**src/rtl/clock_ratio_meter.sv**
```systemverilog
// Recovers the divide ratio, high time and lock state of a divided clock by counting clk_in cycles.
// Latency: sig_in edge to meas_valid is SYNC_STAGES+2 cycles; there is no backpressure, and each result is a 1-cycle pulse.
module clock_ratio_meter #(
  parameter int WIDTH       = 32,
  parameter int SYNC_STAGES = 2,
  parameter int LOCK_COUNT  = 4,
  parameter int TIMEOUT     = 1 << 24
) (
  input  logic             clk_in,
  input  logic             reset,
  input  logic             sig_in,
  output logic [WIDTH-1:0] ratio_out,
  output logic [WIDTH-1:0] high_out,
  output logic             meas_valid,
  output logic             locked,
  output logic             timeout
);

  localparam int MW = $clog2(LOCK_COUNT + 1);
  localparam logic [WIDTH-1:0] TMO_LAST = WIDTH'(TIMEOUT - 1);
  localparam logic [MW-1:0]    LOCK_SAT = MW'(LOCK_COUNT);

  typedef enum logic {IDLE, MEAS} state_t;

  state_t                 r_state;
  logic [SYNC_STAGES-1:0] r_sync;
  logic                   r_prev;
  logic [WIDTH-1:0]       r_per_cnt;
  logic [WIDTH-1:0]       r_hi_cap;
  logic [MW-1:0]          r_match;

  logic                   w_s;
  logic                   w_rise;
  logic                   w_fall;
  logic [WIDTH-1:0]       w_per_inc;
  logic [MW-1:0]          w_match_next;

  assign w_s       = r_sync[SYNC_STAGES-1];
  assign w_rise    = w_s & ~r_prev;
  assign w_fall    = ~w_s & r_prev;
  assign w_per_inc = r_per_cnt + 1'b1;

  // r_match==0 marks the first period after arming; it always starts a fresh run.
  always_comb begin
    w_match_next = MW'(1);
    if ((r_match != '0) && (w_per_inc == ratio_out)) begin
      w_match_next = (r_match >= LOCK_SAT) ? LOCK_SAT : r_match + 1'b1;
    end
  end

  always_ff @(posedge clk_in or negedge reset) begin
    if (!reset) begin
      r_state    <= IDLE;
      r_sync     <= '0;
      r_prev     <= 1'b0;
      r_per_cnt  <= '0;
      r_hi_cap   <= '0;
      r_match    <= '0;
      ratio_out  <= '0;
      high_out   <= '0;
      meas_valid <= 1'b0;
      locked     <= 1'b0;
      timeout    <= 1'b0;
    end else begin
      r_sync[0] <= sig_in;
      for (int i = 1; i < SYNC_STAGES; i++) begin
        r_sync[i] <= r_sync[i-1];
      end
      r_prev     <= w_s;
      meas_valid <= 1'b0;
      timeout    <= 1'b0;

      if (w_rise) begin
        r_per_cnt <= '0;
      end else if (r_per_cnt != '1) begin
        r_per_cnt <= w_per_inc;
      end

      case (r_state)
        IDLE: begin
          if (w_rise) begin
            r_state <= MEAS;
          end
        end
        MEAS: begin
          if (w_fall) begin
            r_hi_cap <= w_per_inc;
          end
          // A rise on the timeout cycle still completes the measurement.
          if (w_rise) begin
            ratio_out  <= w_per_inc;
            high_out   <= r_hi_cap;
            meas_valid <= 1'b1;
            r_match    <= w_match_next;
            locked     <= (w_match_next >= LOCK_SAT);
          end else if (r_per_cnt == TMO_LAST) begin
            timeout <= 1'b1;
            locked  <= 1'b0;
            r_match <= '0;
            r_state <= IDLE;
          end
        end
        default: r_state <= IDLE;
      endcase
    end
  end

endmodule

```
**config.mk**
```make
export PLATFORM = sky130hd
export DESIGN_NAME = clock_ratio_meter
export DESIGN_NICKNAME = d
export VERILOG_FILES = /design/src/rtl/clock_ratio_meter.sv
export SDC_FILE = /design/constraint.sdc
export NUM_CORES = 1
export LEC_CHECK = 0
export ABC_AREA = 1
export BUFFER_PORTS_ARGS = -buffer_cell sky130_fd_sc_hd__buf_4
export CAP_MARGIN = 5
export CORE_MARGIN = 2
export CORE_UTILIZATION = 36
export DETAILED_ROUTE_END_ITERATION = 6
export PLACE_DENSITY = 0.61
export SETUP_SLACK_MARGIN = 0.2
export SYNTH_ARGS = -nofsm -noshare
export SYNTH_HDL_FRONTEND = slang
export SYNTH_SLANG_ARGS = --single-unit
```
**constraint.sdc**
```tcl
create_clock -name clk_in -period 1.8 [get_ports clk_in]
set_clock_uncertainty 0.1 [all_clocks]
set_input_delay 0.09 -clock clk_in [delete_from_list [all_inputs] [get_ports clk_in]]
set_output_delay 0.09 -clock clk_in [all_outputs]
set_load 0.005 [all_outputs]
```
==> results of run 1 <==
==> per-stage QoR <==
stage	cells	setup TNS (ps)	setup slack, ps	hold slack [ps]	utilization, %
final	1467	-14540	-477	12.8	55.2
after global routing	1467	-21610	-652	49.9	55.2
after CTS	1441	-7010	-455	17.6	51.2
after detailed placement	1396	-8770	-526	-97.4	45.9
after global placement	1396	-7610	-538	-98.9	45.9
after floorplan	954	-451	-176	-306	-
==> routing by layer <==
layer	wire length, µm	up-vias	part of all wire (%)
met5	0	-	0
met3	958	37	4.1
met2	10800	201	46
met1	10900	3417	47
met4	583	0	2.5
li1	-	3487	-
==> worst register-to-register path: cells and delay by family (launching register included) <==
| kind | cells | cell delay, ps |
|---|---|---|
| buf+inv | 1 | 140 |
| fa+ha+maj | 1 | 200 |
| simple gates | 14 | 1400 |
| flops | 1 | 380 |
==> sequential cells by signal (all words and copies together), names as in the netlist <==
register,cells
r_prev,1
r_state,1
r_match,2
ratio_out,32
timeout,1
r_sync,2
r_per_cnt,32
r_hi_cap,32
meas_valid,1
high_out,32
locked,1
==> cells in the final DEF, fill, tap and decap left out, drive strengths merged <==
cell         netlist  final
nand3             75     75
ha                 3      3
o21ai            101    101
nor3               2      2
nand3b            14     14
and3               1      1
nor4               1      1
bufinv             0      3
inv               86     86
nor2              90     90
xnor3              1      1
nand2            406    406
clkinvlp           0      1
clkinv             1      5
o21bai             2      2
clkbuf            26     27
buf                0    237
dfrtp            137    137
nand4              7      7
o22ai              1      1
dlygate4sd3        0      2
==> final cells by class <==
class	count	area (µm²)	area share [%]
clock inverter	8	121	1.14
tap	265	332	3.12
timing repair buffer	243	2120	20.0
clock buffer	23	458	4.31
sequential	137	3430	32.3
inverter	87	337	3.16
multi-input combinational	704	3830	36.1
==> what timing repair did <==
item,in CTS,in global routing
endpoints found under the setup margin,128,127
gates cloned,0,4
endpoints found under the hold margin,138,0
pin swaps,20,54
hold buffers,2,0
buffers inserted,12,22
gates resized for setup,120,158
==> path summary, 6_finish.rpt <==
path	start	endpoint	slack, ps
setup / recovery	r_per_cnt[1]$_DFFE_PN0P_	locked$_DFFE_PN0P_	-480
hold / removal	reset	high_out[1]$_DFFE_PN0P_	10
setup reg to reg	r_per_cnt[1]$_DFFE_PN0P_	locked$_DFFE_PN0P_	-480
hold reg to reg	r_sync[0]$_DFF_PN0_	r_sync[1]$_DFF_PN0_	250
max in group asynchronous	reset	r_per_cnt[19]$_DFFE_PN0P_	960
min in group clk_in	sig_in	r_sync[0]$_DFF_PN0_	210
==> cells by family after synthesis <==
logic type | Yosys count
adder cells (fa/ha/maj) | 3
XOR/XNOR | 1
AO/OA/AOI/OAI | 104
buffers and inverters | 113
flip-flops | 137
AND/OR/NAND/NOR | 596
==> power by group <==
group          switching, µW  internal, µW
registers                112          3230
logic                    633           477
clock network           1380          2200
==> impl_metrics.yaml, run 1 <==
flow_run:
  drv_cap: 0
floorplan:
  die_x_um: 144
  dieArea_um2: 20600
  initial_core_util_pct: 36.4
  ioPinCount: 70
  die_h_um: 144
  rows: 51
  core_area_um2: 19300
pwr:
  irDropWorstVdd_mv: 0.658
  power_uw: 8030
  p_per_area_nw_per_um2: 755
  leakage_uw: 0.00548
grt:
  grt_max_degree: 55
  grt_pass1_wl_um: 34500
  met2_usage_pct: 33.9
  top_usage_layer: "met2"
  use_met1_pct: 30.3
  overflow: 0
  grt_util_all_layers_pct: 21.9
  grt_pass1_vias: 6665
  met3_usage_pct: 4.13
  antenna_found_initial: 0
placed_design:
  place_hpwl_um: 15900
  place_area_um2: 8850
  io_buffers: 69
  routabilityCongestion: 0.966
finish:
  stdcell_area_um2: 10600
  drive_gt1_share_pct: 37.5
  nNetsFinal: 1196
  area_growth_pct: 51.8
  diodes: 0
  n_fill_cell: 1818
worst_setup_path:
  crit_top_cell: "nand2_1"
  cp.arrival_ps: 2550
  crit_required_ps: 2070
  crit_buf_inv: 1
  max_stage_delay_ps: 380
  reg2reg_depth: 16
  crit_family: "simple AND/OR/NAND/NOR gates"
  cp_num_cells: 16
  cp-start-kind: "flop"
  crit_chain: "ha_2, nand2_2, nor2_4, nand2_4, nor2_8, buf_6, nand2_4, nand3_4, nand2_2, nor2_2, nand2_1, nor2_1, nand2_1, nor2_2, nand3_1, nand2_1"
  path_max_fanout: 6
  cp_slowest_cell: "dfrtp_1"
  crit_type: "reg2reg"
  critPathCaptureType: "flop"
synth:
  synthAdderAreaFrac_pct: 0.536
  synth_top_family_by_area: "simple AND/OR/NAND/NOR gates"
  synth_common_cells: "nand2_1, dfrtp_1, o21ai_0"
  yosysSeqAreaShare_pct: 48.9
  ys_async_sr_fraction_pct: 100
  synthMuxAreaShare_pct: 0
  synthDistinctLibCells: 25
  synth_area_leaders: "dfrtp_1, nand2_1, o21ai_0"
  synth_compound_area_share_pct: 7.52
  avgSynthCellArea_um2: 7.35
  synth-seq-cells: 137
  synth_top_cell_area_share_pct: 48.9
  synth_edf_count: 0
  synth-simple-area-share_pct: 36.7
  synth.most_common_cell: "nand2_1"
  yosys.area.top_type: "dfrtp_1"
  synth_flop_cell: "dfrtp_1"
  synth_xor_area_share_pct: 0.321
  syn_area_um2: 7010
  synthCells: 954
  yosys_warnings: 0
  syn_nets: 960
routing:
  drtIter0Drc: 415
  vias_per_cell: 4.87
  ant_nets: 0
  dr.pass1.iters: 7
  wire_per_inst_um: 15.8
  drt_wl_total_um: 23200
  dr_total_vias: 7142
  drc_errors: 0
timing:
  tightest_slew_ps: 465
  max_freq_mhz: 439
  hold_viol: 0
  maxSlewHeadroom_pct: 69.0
  setup_violations: 66
  rsz0062_at_grt: "true"
  period_share_pct: 127
  fin_ws_ps: -477
  drv_slew: 0
  period_needed_ps: 2280
clocking:
  tritoncts: "done"
  cts_root_buffer: "clkbuf_16"
  h-tree-depth: 4
  insertion_delay_ps: 430
  cts_buffers: 17
  clock-sinks: 137
  cts.path.max_buffers: 2
  clkTransAtPathRegs_ps: 60
min_path:
  hp-class: "in2async"
status:
  outcome: "complete, but fails checks"
  violations: "negative setup slack"
Power figures use the tool's default switching activity.
==> run 2: changes to the inputs <==
--- a/config.mk
+++ b/config.mk
@@ -12,6 +12,7 @@
 export CORE_UTILIZATION = 36
 export DETAILED_ROUTE_END_ITERATION = 6
 export PLACE_DENSITY = 0.61
+export REMOVE_ABC_BUFFERS = 1
 export SETUP_SLACK_MARGIN = 0.2
 export SYNTH_ARGS = -nofsm -noshare
 export SYNTH_HDL_FRONTEND = slang
==> impl_metrics.yaml, run 2 (synthesis results as in run 1) <==
status:
  outcome: "complete, but fails checks"
  violations: "negative setup slack"
flow_run:
  drv_cap: 0
worst_setup_path:
  cp_slowest_cell: "dfrtp_1"
  endpoint: "r_match[1]$_DFFE_PN0P_"
  reg2reg_depth: 17
  path_max_fanout: 8
  r2r_start: "r_per_cnt[0]$_DFFE_PN0P_"
  crit_chain: "buf_6, ha_4, nand2_4, nor2_4, buf_6, nand2_8, nor2_8, nand2_4, nand2_2, nand3b_1, buf_4, nand2_1, nor2_1, nand3_1, nor2_2, nand3_1, nand2_1"
  crit_required_ps: 2030
  r2r_slack_ps: -560
  critPathCaptureType: "flop"
  max_stage_delay_ps: 370
  setup.worst_path.start: "r_per_cnt[0]$_DFFE_PN0P_"
  cp-start-kind: "flop"
  r2r-end: "r_match[1]$_DFFE_PN0P_"
  cp.arrival_ps: 2590
  crit_type: "reg2reg"
floorplan:
  dieArea_um2: 20600
  die_h_um: 144
  rows: 51
  core_area_um2: 19300
  initial_core_util_pct: 36.4
  ioPinCount: 70
  die_x_um: 144
finish:
  regArea_um2: 3430
  area_growth_pct: 57.2
  n_fill_cell: 1753
  drive_gt1_share_pct: 41.1
  final_cell_mix: "nand2_1, buf_4, dfrtp_1, inv_1"
  nNetsFinal: 1208
  diodes: 0
  final_common_cell: "nand2_1"
  stdcell_area_um2: 11000
  multi_input_area_um2: 3980
  utilization_pct: 57.2
timing:
  tns_ps: -20820
  drv_slew: 0
  setup_violations: 69
  rsz0062_at_grt: "true"
  period_needed_ps: 2360
  max_freq_mhz: 424
  fin_ws_ps: -556
  hold_viol: 0
  period_share_pct: 131
  tightest_slew_ps: 480
  maxSlewHeadroom_pct: 68.0
clocking:
  tritoncts: "done"
  insertion_delay_ps: 440
  clock-sinks: 137
  clkTransAtPathRegs_ps: 70
  cts_buffers: 17
  cts.path.max_buffers: 2
  cts_root_buffer: "clkbuf_16"
  h-tree-depth: 4
routing:
  dr.pass1.iters: 5
  wire_per_inst_um: 15.7
  ant_nets: 0
  drc_errors: 0
  vias_per_cell: 4.86
  drtIter0Drc: 456
  drt_wl_total_um: 23300
  dr_total_vias: 7197
pwr:
  combPwrFrac_pct: 14.9
  p_int_uw: 6160
  irDropWorstVdd_mv: 0.641
  p_per_area_nw_per_um2: 759
  swShare_pct: 26.4
  clkPwrFrac_pct: 45.1
  p_sw_uw: 2200
  p_seq_share_pct: 40.0
  power_uw: 8360
  leakage_uw: 0.00569
placed_design:
  place_area_um2: 8860
  place_hpwl_um: 15900
  routabilityCongestion: 0.962
  io_buffers: 69
grt:
  overflow: 0
  grt_max_degree: 52
  grt_pass1_vias: 6636
  grt_pass1_wl_um: 35700
  antenna_found_initial: 0
  grt_util_all_layers_pct: 22.9
min_path:
  hp-class: "in2async"
-- run 2: final cells by class --
cell class              instances  share of cell area [%]
inverters                      87                    2.99
repair buffers                255                    21.1
well taps                     265                    3.01
clock inverters                12                    1.57
clock buffers                  20                    4.05
multi-input cells             704                    36.1
flip-flops and latches        137                    31.2
-- run 2: power groups by stage --
stage | Clock (µW) | Sequential [µW] | Combinational [µW]
floorplan | 0 | 3390 | 461
CTS | 3830 | 3330 | 1160
global placement | 0 | 3390 | 1030
global route | 3970 | 3360 | 1380
detailed placement | 0 | 3390 | 1040
finish | 3770 | 3350 | 1240
-- run 2: critical path, delay by kind of cell, from the launching register on --
family,cells,cell delay (ps)
adders and majority gates,1,150
buffers and inverters,3,410
and+or+nand+nor,13,1220
DFF,1,370
-- run 2: what timing repair did --
item,CTS,global route
endpoints found under the hold margin,138,0
setup endpoints to repair,126,113
resized for setup,217,143
pin swaps,40,50
buffers inserted,28,18
cloned,4,0
hold buffers,2,0
-- run 2: through the flow --
stage / hold WS [ps] / setup slack (ps) / cells
floorplan: -306 / -2890 / 928
global placement: -33.6 / -570 / 1396
detailed placement: -24.9 / -590 / 1396
CTS: 71.2 / -443 / 1462
global route: 94.7 / -720 / 1480
finish: 67.3 / -556 / 1480
-- run 2: metal layers --
layer | global-route usage, % | vias to the layer above | wire, µm
met5 | 0 | - | 0
met4 | 8.41 | 0 | 619
met3 | 4.50 | 45 | 878
met2 | 35.4 | 164 | 10900
met1 | 31.9 | 3460 | 10900
li1 | - | 3528 | -
-- run 2: worst min-delay path by stage --
stage,end,slack [ps],cells after the start
after floorplan,high_out[0]$_DFFE_PN0P_,-310,0
after global placement,high_out[8]$_DFFE_PN0P_,-30,1
after detailed placement,high_out[5]$_DFFE_PN0P_,-20,1
after CTS,high_out[5]$_DFFE_PN0P_,70,2
after global routing,high_out[5]$_DFFE_PN0P_,90,2
final,high_out[5]$_DFFE_PN0P_,70,2
==> run 3: changes to the inputs <==
--- a/config.mk
+++ b/config.mk
@@ -5,7 +5,6 @@
 export SDC_FILE = /design/constraint.sdc
 export NUM_CORES = 1
 export LEC_CHECK = 0
-export ABC_AREA = 1
 export BUFFER_PORTS_ARGS = -buffer_cell sky130_fd_sc_hd__buf_4
 export CAP_MARGIN = 5
 export CORE_MARGIN = 2
==> impl_metrics.yaml, run 3 <==
synth:
  synth_area_leaders: "dfrtp_1, nand2_1, o21ai_0"
  avgSynthCellArea_um2: 9.36
  synth-seq-cells: 137
  ys_async_sr_fraction_pct: 100
  synth.most_common_cell: "nand2_1"
  synthCells: 692
  yosys_warnings: 0
  synthDistinctLibCells: 56
  synth_edf_count: 0
  yosys.area.top_type: "dfrtp_1"
  synth_top_cell_area_share_pct: 52.9
  yosysSeqAreaShare_pct: 52.9
  syn_area_um2: 6470
  synth_flop_cell: "dfrtp_1"
  synth_common_cells: "nand2_1, dfrtp_1, o21ai_0"
finish:
  regArea_um2: 3430
  final_cell_mix: "buf_4, nand2_1, dfrtp_1, buf_6, o21ai_2"
  n_fill_cell: 1452
  area_growth_pct: 65.8
  final_common_cell: "buf_4"
  diodes: 0
  drive_gt1_share_pct: 46.8
  multi_input_area_um2: 3850
  nNetsFinal: 956
grt:
  grt_max_degree: 50
  grt_pass1_wl_um: 32000
  grt_util_all_layers_pct: 21.1
  grt_pass1_vias: 5995
  overflow: 0
  antenna_found_initial: 0
floorplan:
  rows: 49
  ioPinCount: 70
  core_area_um2: 17800
  dieArea_um2: 19100
  die_h_um: 138
  initial_core_util_pct: 36.4
  die_x_um: 138
clocking:
  cts.path.max_buffers: 2
  cts_root_buffer: "clkbuf_16"
  cts_buffers: 17
  h-tree-depth: 4
  clkTransAtPathRegs_ps: 60
  clock-sinks: 137
  tritoncts: "done"
  insertion_delay_ps: 430
routing:
  dr.pass1.iters: 5
  drt_wl_total_um: 21200
  drtIter0Drc: 417
  drc_errors: 0
  wire_per_inst_um: 17.8
  ant_nets: 0
  vias_per_cell: 5.08
  dr_total_vias: 6056
status:
  outcome: "complete, but fails checks"
  violations: "negative setup slack"
flow_run:
  drv_cap: 0
timing:
  rsz0062_at_grt: "true"
  maxSlewHeadroom_pct: 57.9
  hold_viol: 0
  drv_slew: 0
  tightest_slew_ps: 631
  setup_violations: 73
  fin_ws_ps: -1170
  period_share_pct: 165
  period_needed_ps: 2970
  max_freq_mhz: 337
  fin_hold_ws_ps: 82.7
placed_design:
  io_buffers: 69
  routabilityCongestion: 0.931
  place_hpwl_um: 13600
pwr:
  combPwrFrac_pct: 14.7
  leakage_uw: 0.00521
  p_seq_share_pct: 40.3
  irDropWorstVdd_mv: 0.663
  power_uw: 8320
  clkPwrFrac_pct: 45.0
  p_per_area_nw_per_um2: 775
  p_int_uw: 6230
  p_sw_uw: 2090
  swShare_pct: 25.1
worst_setup_path:
  crit_top_cell: "buf_4"
  critPathCaptureType: "flop"
  cp.arrival_ps: 3200
  path_max_fanout: 3
  cp-start-kind: "flop"
  crit_buf_inv: 5
  crit_family: "simple AND/OR/NAND/NOR gates"
  crit_type: "reg2reg"
  crit_chain: "buf_4, buf_6, and4_4, nand4_1, nor3_4, buf_4, buf_6, nor3b_1, a31oi_1, nand3_1, nor4_2, buf_4, nand3_2, o32ai_2"
  cp_slowest_cell: "dfrtp_1"
  max_stage_delay_ps: 400
  crit_required_ps: 2030
min_path:
  hp-class: "in2async"
-- run 3: final timing paths --
check	start	endpoint	slack, ps	cells after the start
worst min-delay path	reset	high_out[9]$_DFFE_PN0P_	80	2
min in group clk_in	sig_in	r_sync[0]$_DFF_PN0_	220	2
max in group asynchronous	reset	r_per_cnt[18]$_DFFE_PN0P_	960	3
worst min register to register	r_sync[0]$_DFF_PN0_	r_sync[1]$_DFF_PN0_	240	0
worst max-delay path	r_per_cnt[0]$_DFFE_PN0P_	r_match[1]$_DFFE_PN0P_	-1170	14
worst max register to register	r_per_cnt[0]$_DFFE_PN0P_	r_match[1]$_DFFE_PN0P_	-1170	14
-- run 3: per-layer routing --
metal	vias to the layer above	track usage (%)	wire length, µm
li1	2908	-	-
met1	2945	29.1	9420
met2	165	33.8	10200
met3	38	4.95	1000
met4	0	5.48	571
met5	-	0	0
-- run 3: kinds of logic (layout without fill, tap and decap cells) --
family,count (synthesis),in the layout,synth area share (%)
xor+xnor,56,56,7.79
fa+ha+maj,3,3,0.580
compound gates,132,132,11.6
buf+inv,50,321,3.19
simple gates,311,311,23.4
mux,3,3,0.483
flops,137,137,52.9
-- run 3: timing repair --
action / CTS / global route
endpoints found under the hold margin: 138 / 0
setup endpoints to repair: 91 / 100
hold buffers: 2 / 0
buffers inserted: 23 / 25
gates resized for setup: 178 / 149
pin swaps: 56 / 45
cloned: 0 / 5
-- run 3: worst reg2reg max path, delay by kind of cell, from the launching register on --
| family | cells | cell delay (ps) |
|---|---|---|
| flops | 1 | 400 |
| compound gates | 2 | 460 |
| buf+inv | 5 | 650 |
| simple gates | 7 | 1270 |
-- run 3: cell type report --
class                      count  area share [%]
clock buffer                  20            4.25
clock inverter                12            1.61
inverter                      10           0.350
multi-input combinational    505            35.9
sequential                   137            31.9
tap                          229            2.67
timing repair buffer         279            23.3
-- run 3: stage by stage --
stage          setup TNS, ps  worst slack, ps  utilization [%]  instances  cell area [µm²]
6_report              -28890            -1170             60.4       1192            10700
5_1_grt               -35010            -1300             60.4       1192            10700
4_1_cts               -20630            -1070             55.9       1162             9950
3_5_place_dp          -28880            -1580             47.2       1105             8390
3_3_place_gp          -25930            -1450             47.2       1105             8390
2_1_floorplan        -159610            -2190                -        652             6310
-- run 3: power by group through the flow --
| stage | Clock [µW] | Sequential, µW | Combinational (µW) |
|---|---|---|---|
| global route | 3960 | 3370 | 1340 |
| floorplan | 0 | 3410 | 338 |
| detailed placement | 0 | 3380 | 969 |
| global placement | 0 | 3380 | 956 |
| finish | 3750 | 3350 | 1220 |
| CTS | 3820 | 3350 | 1130 |
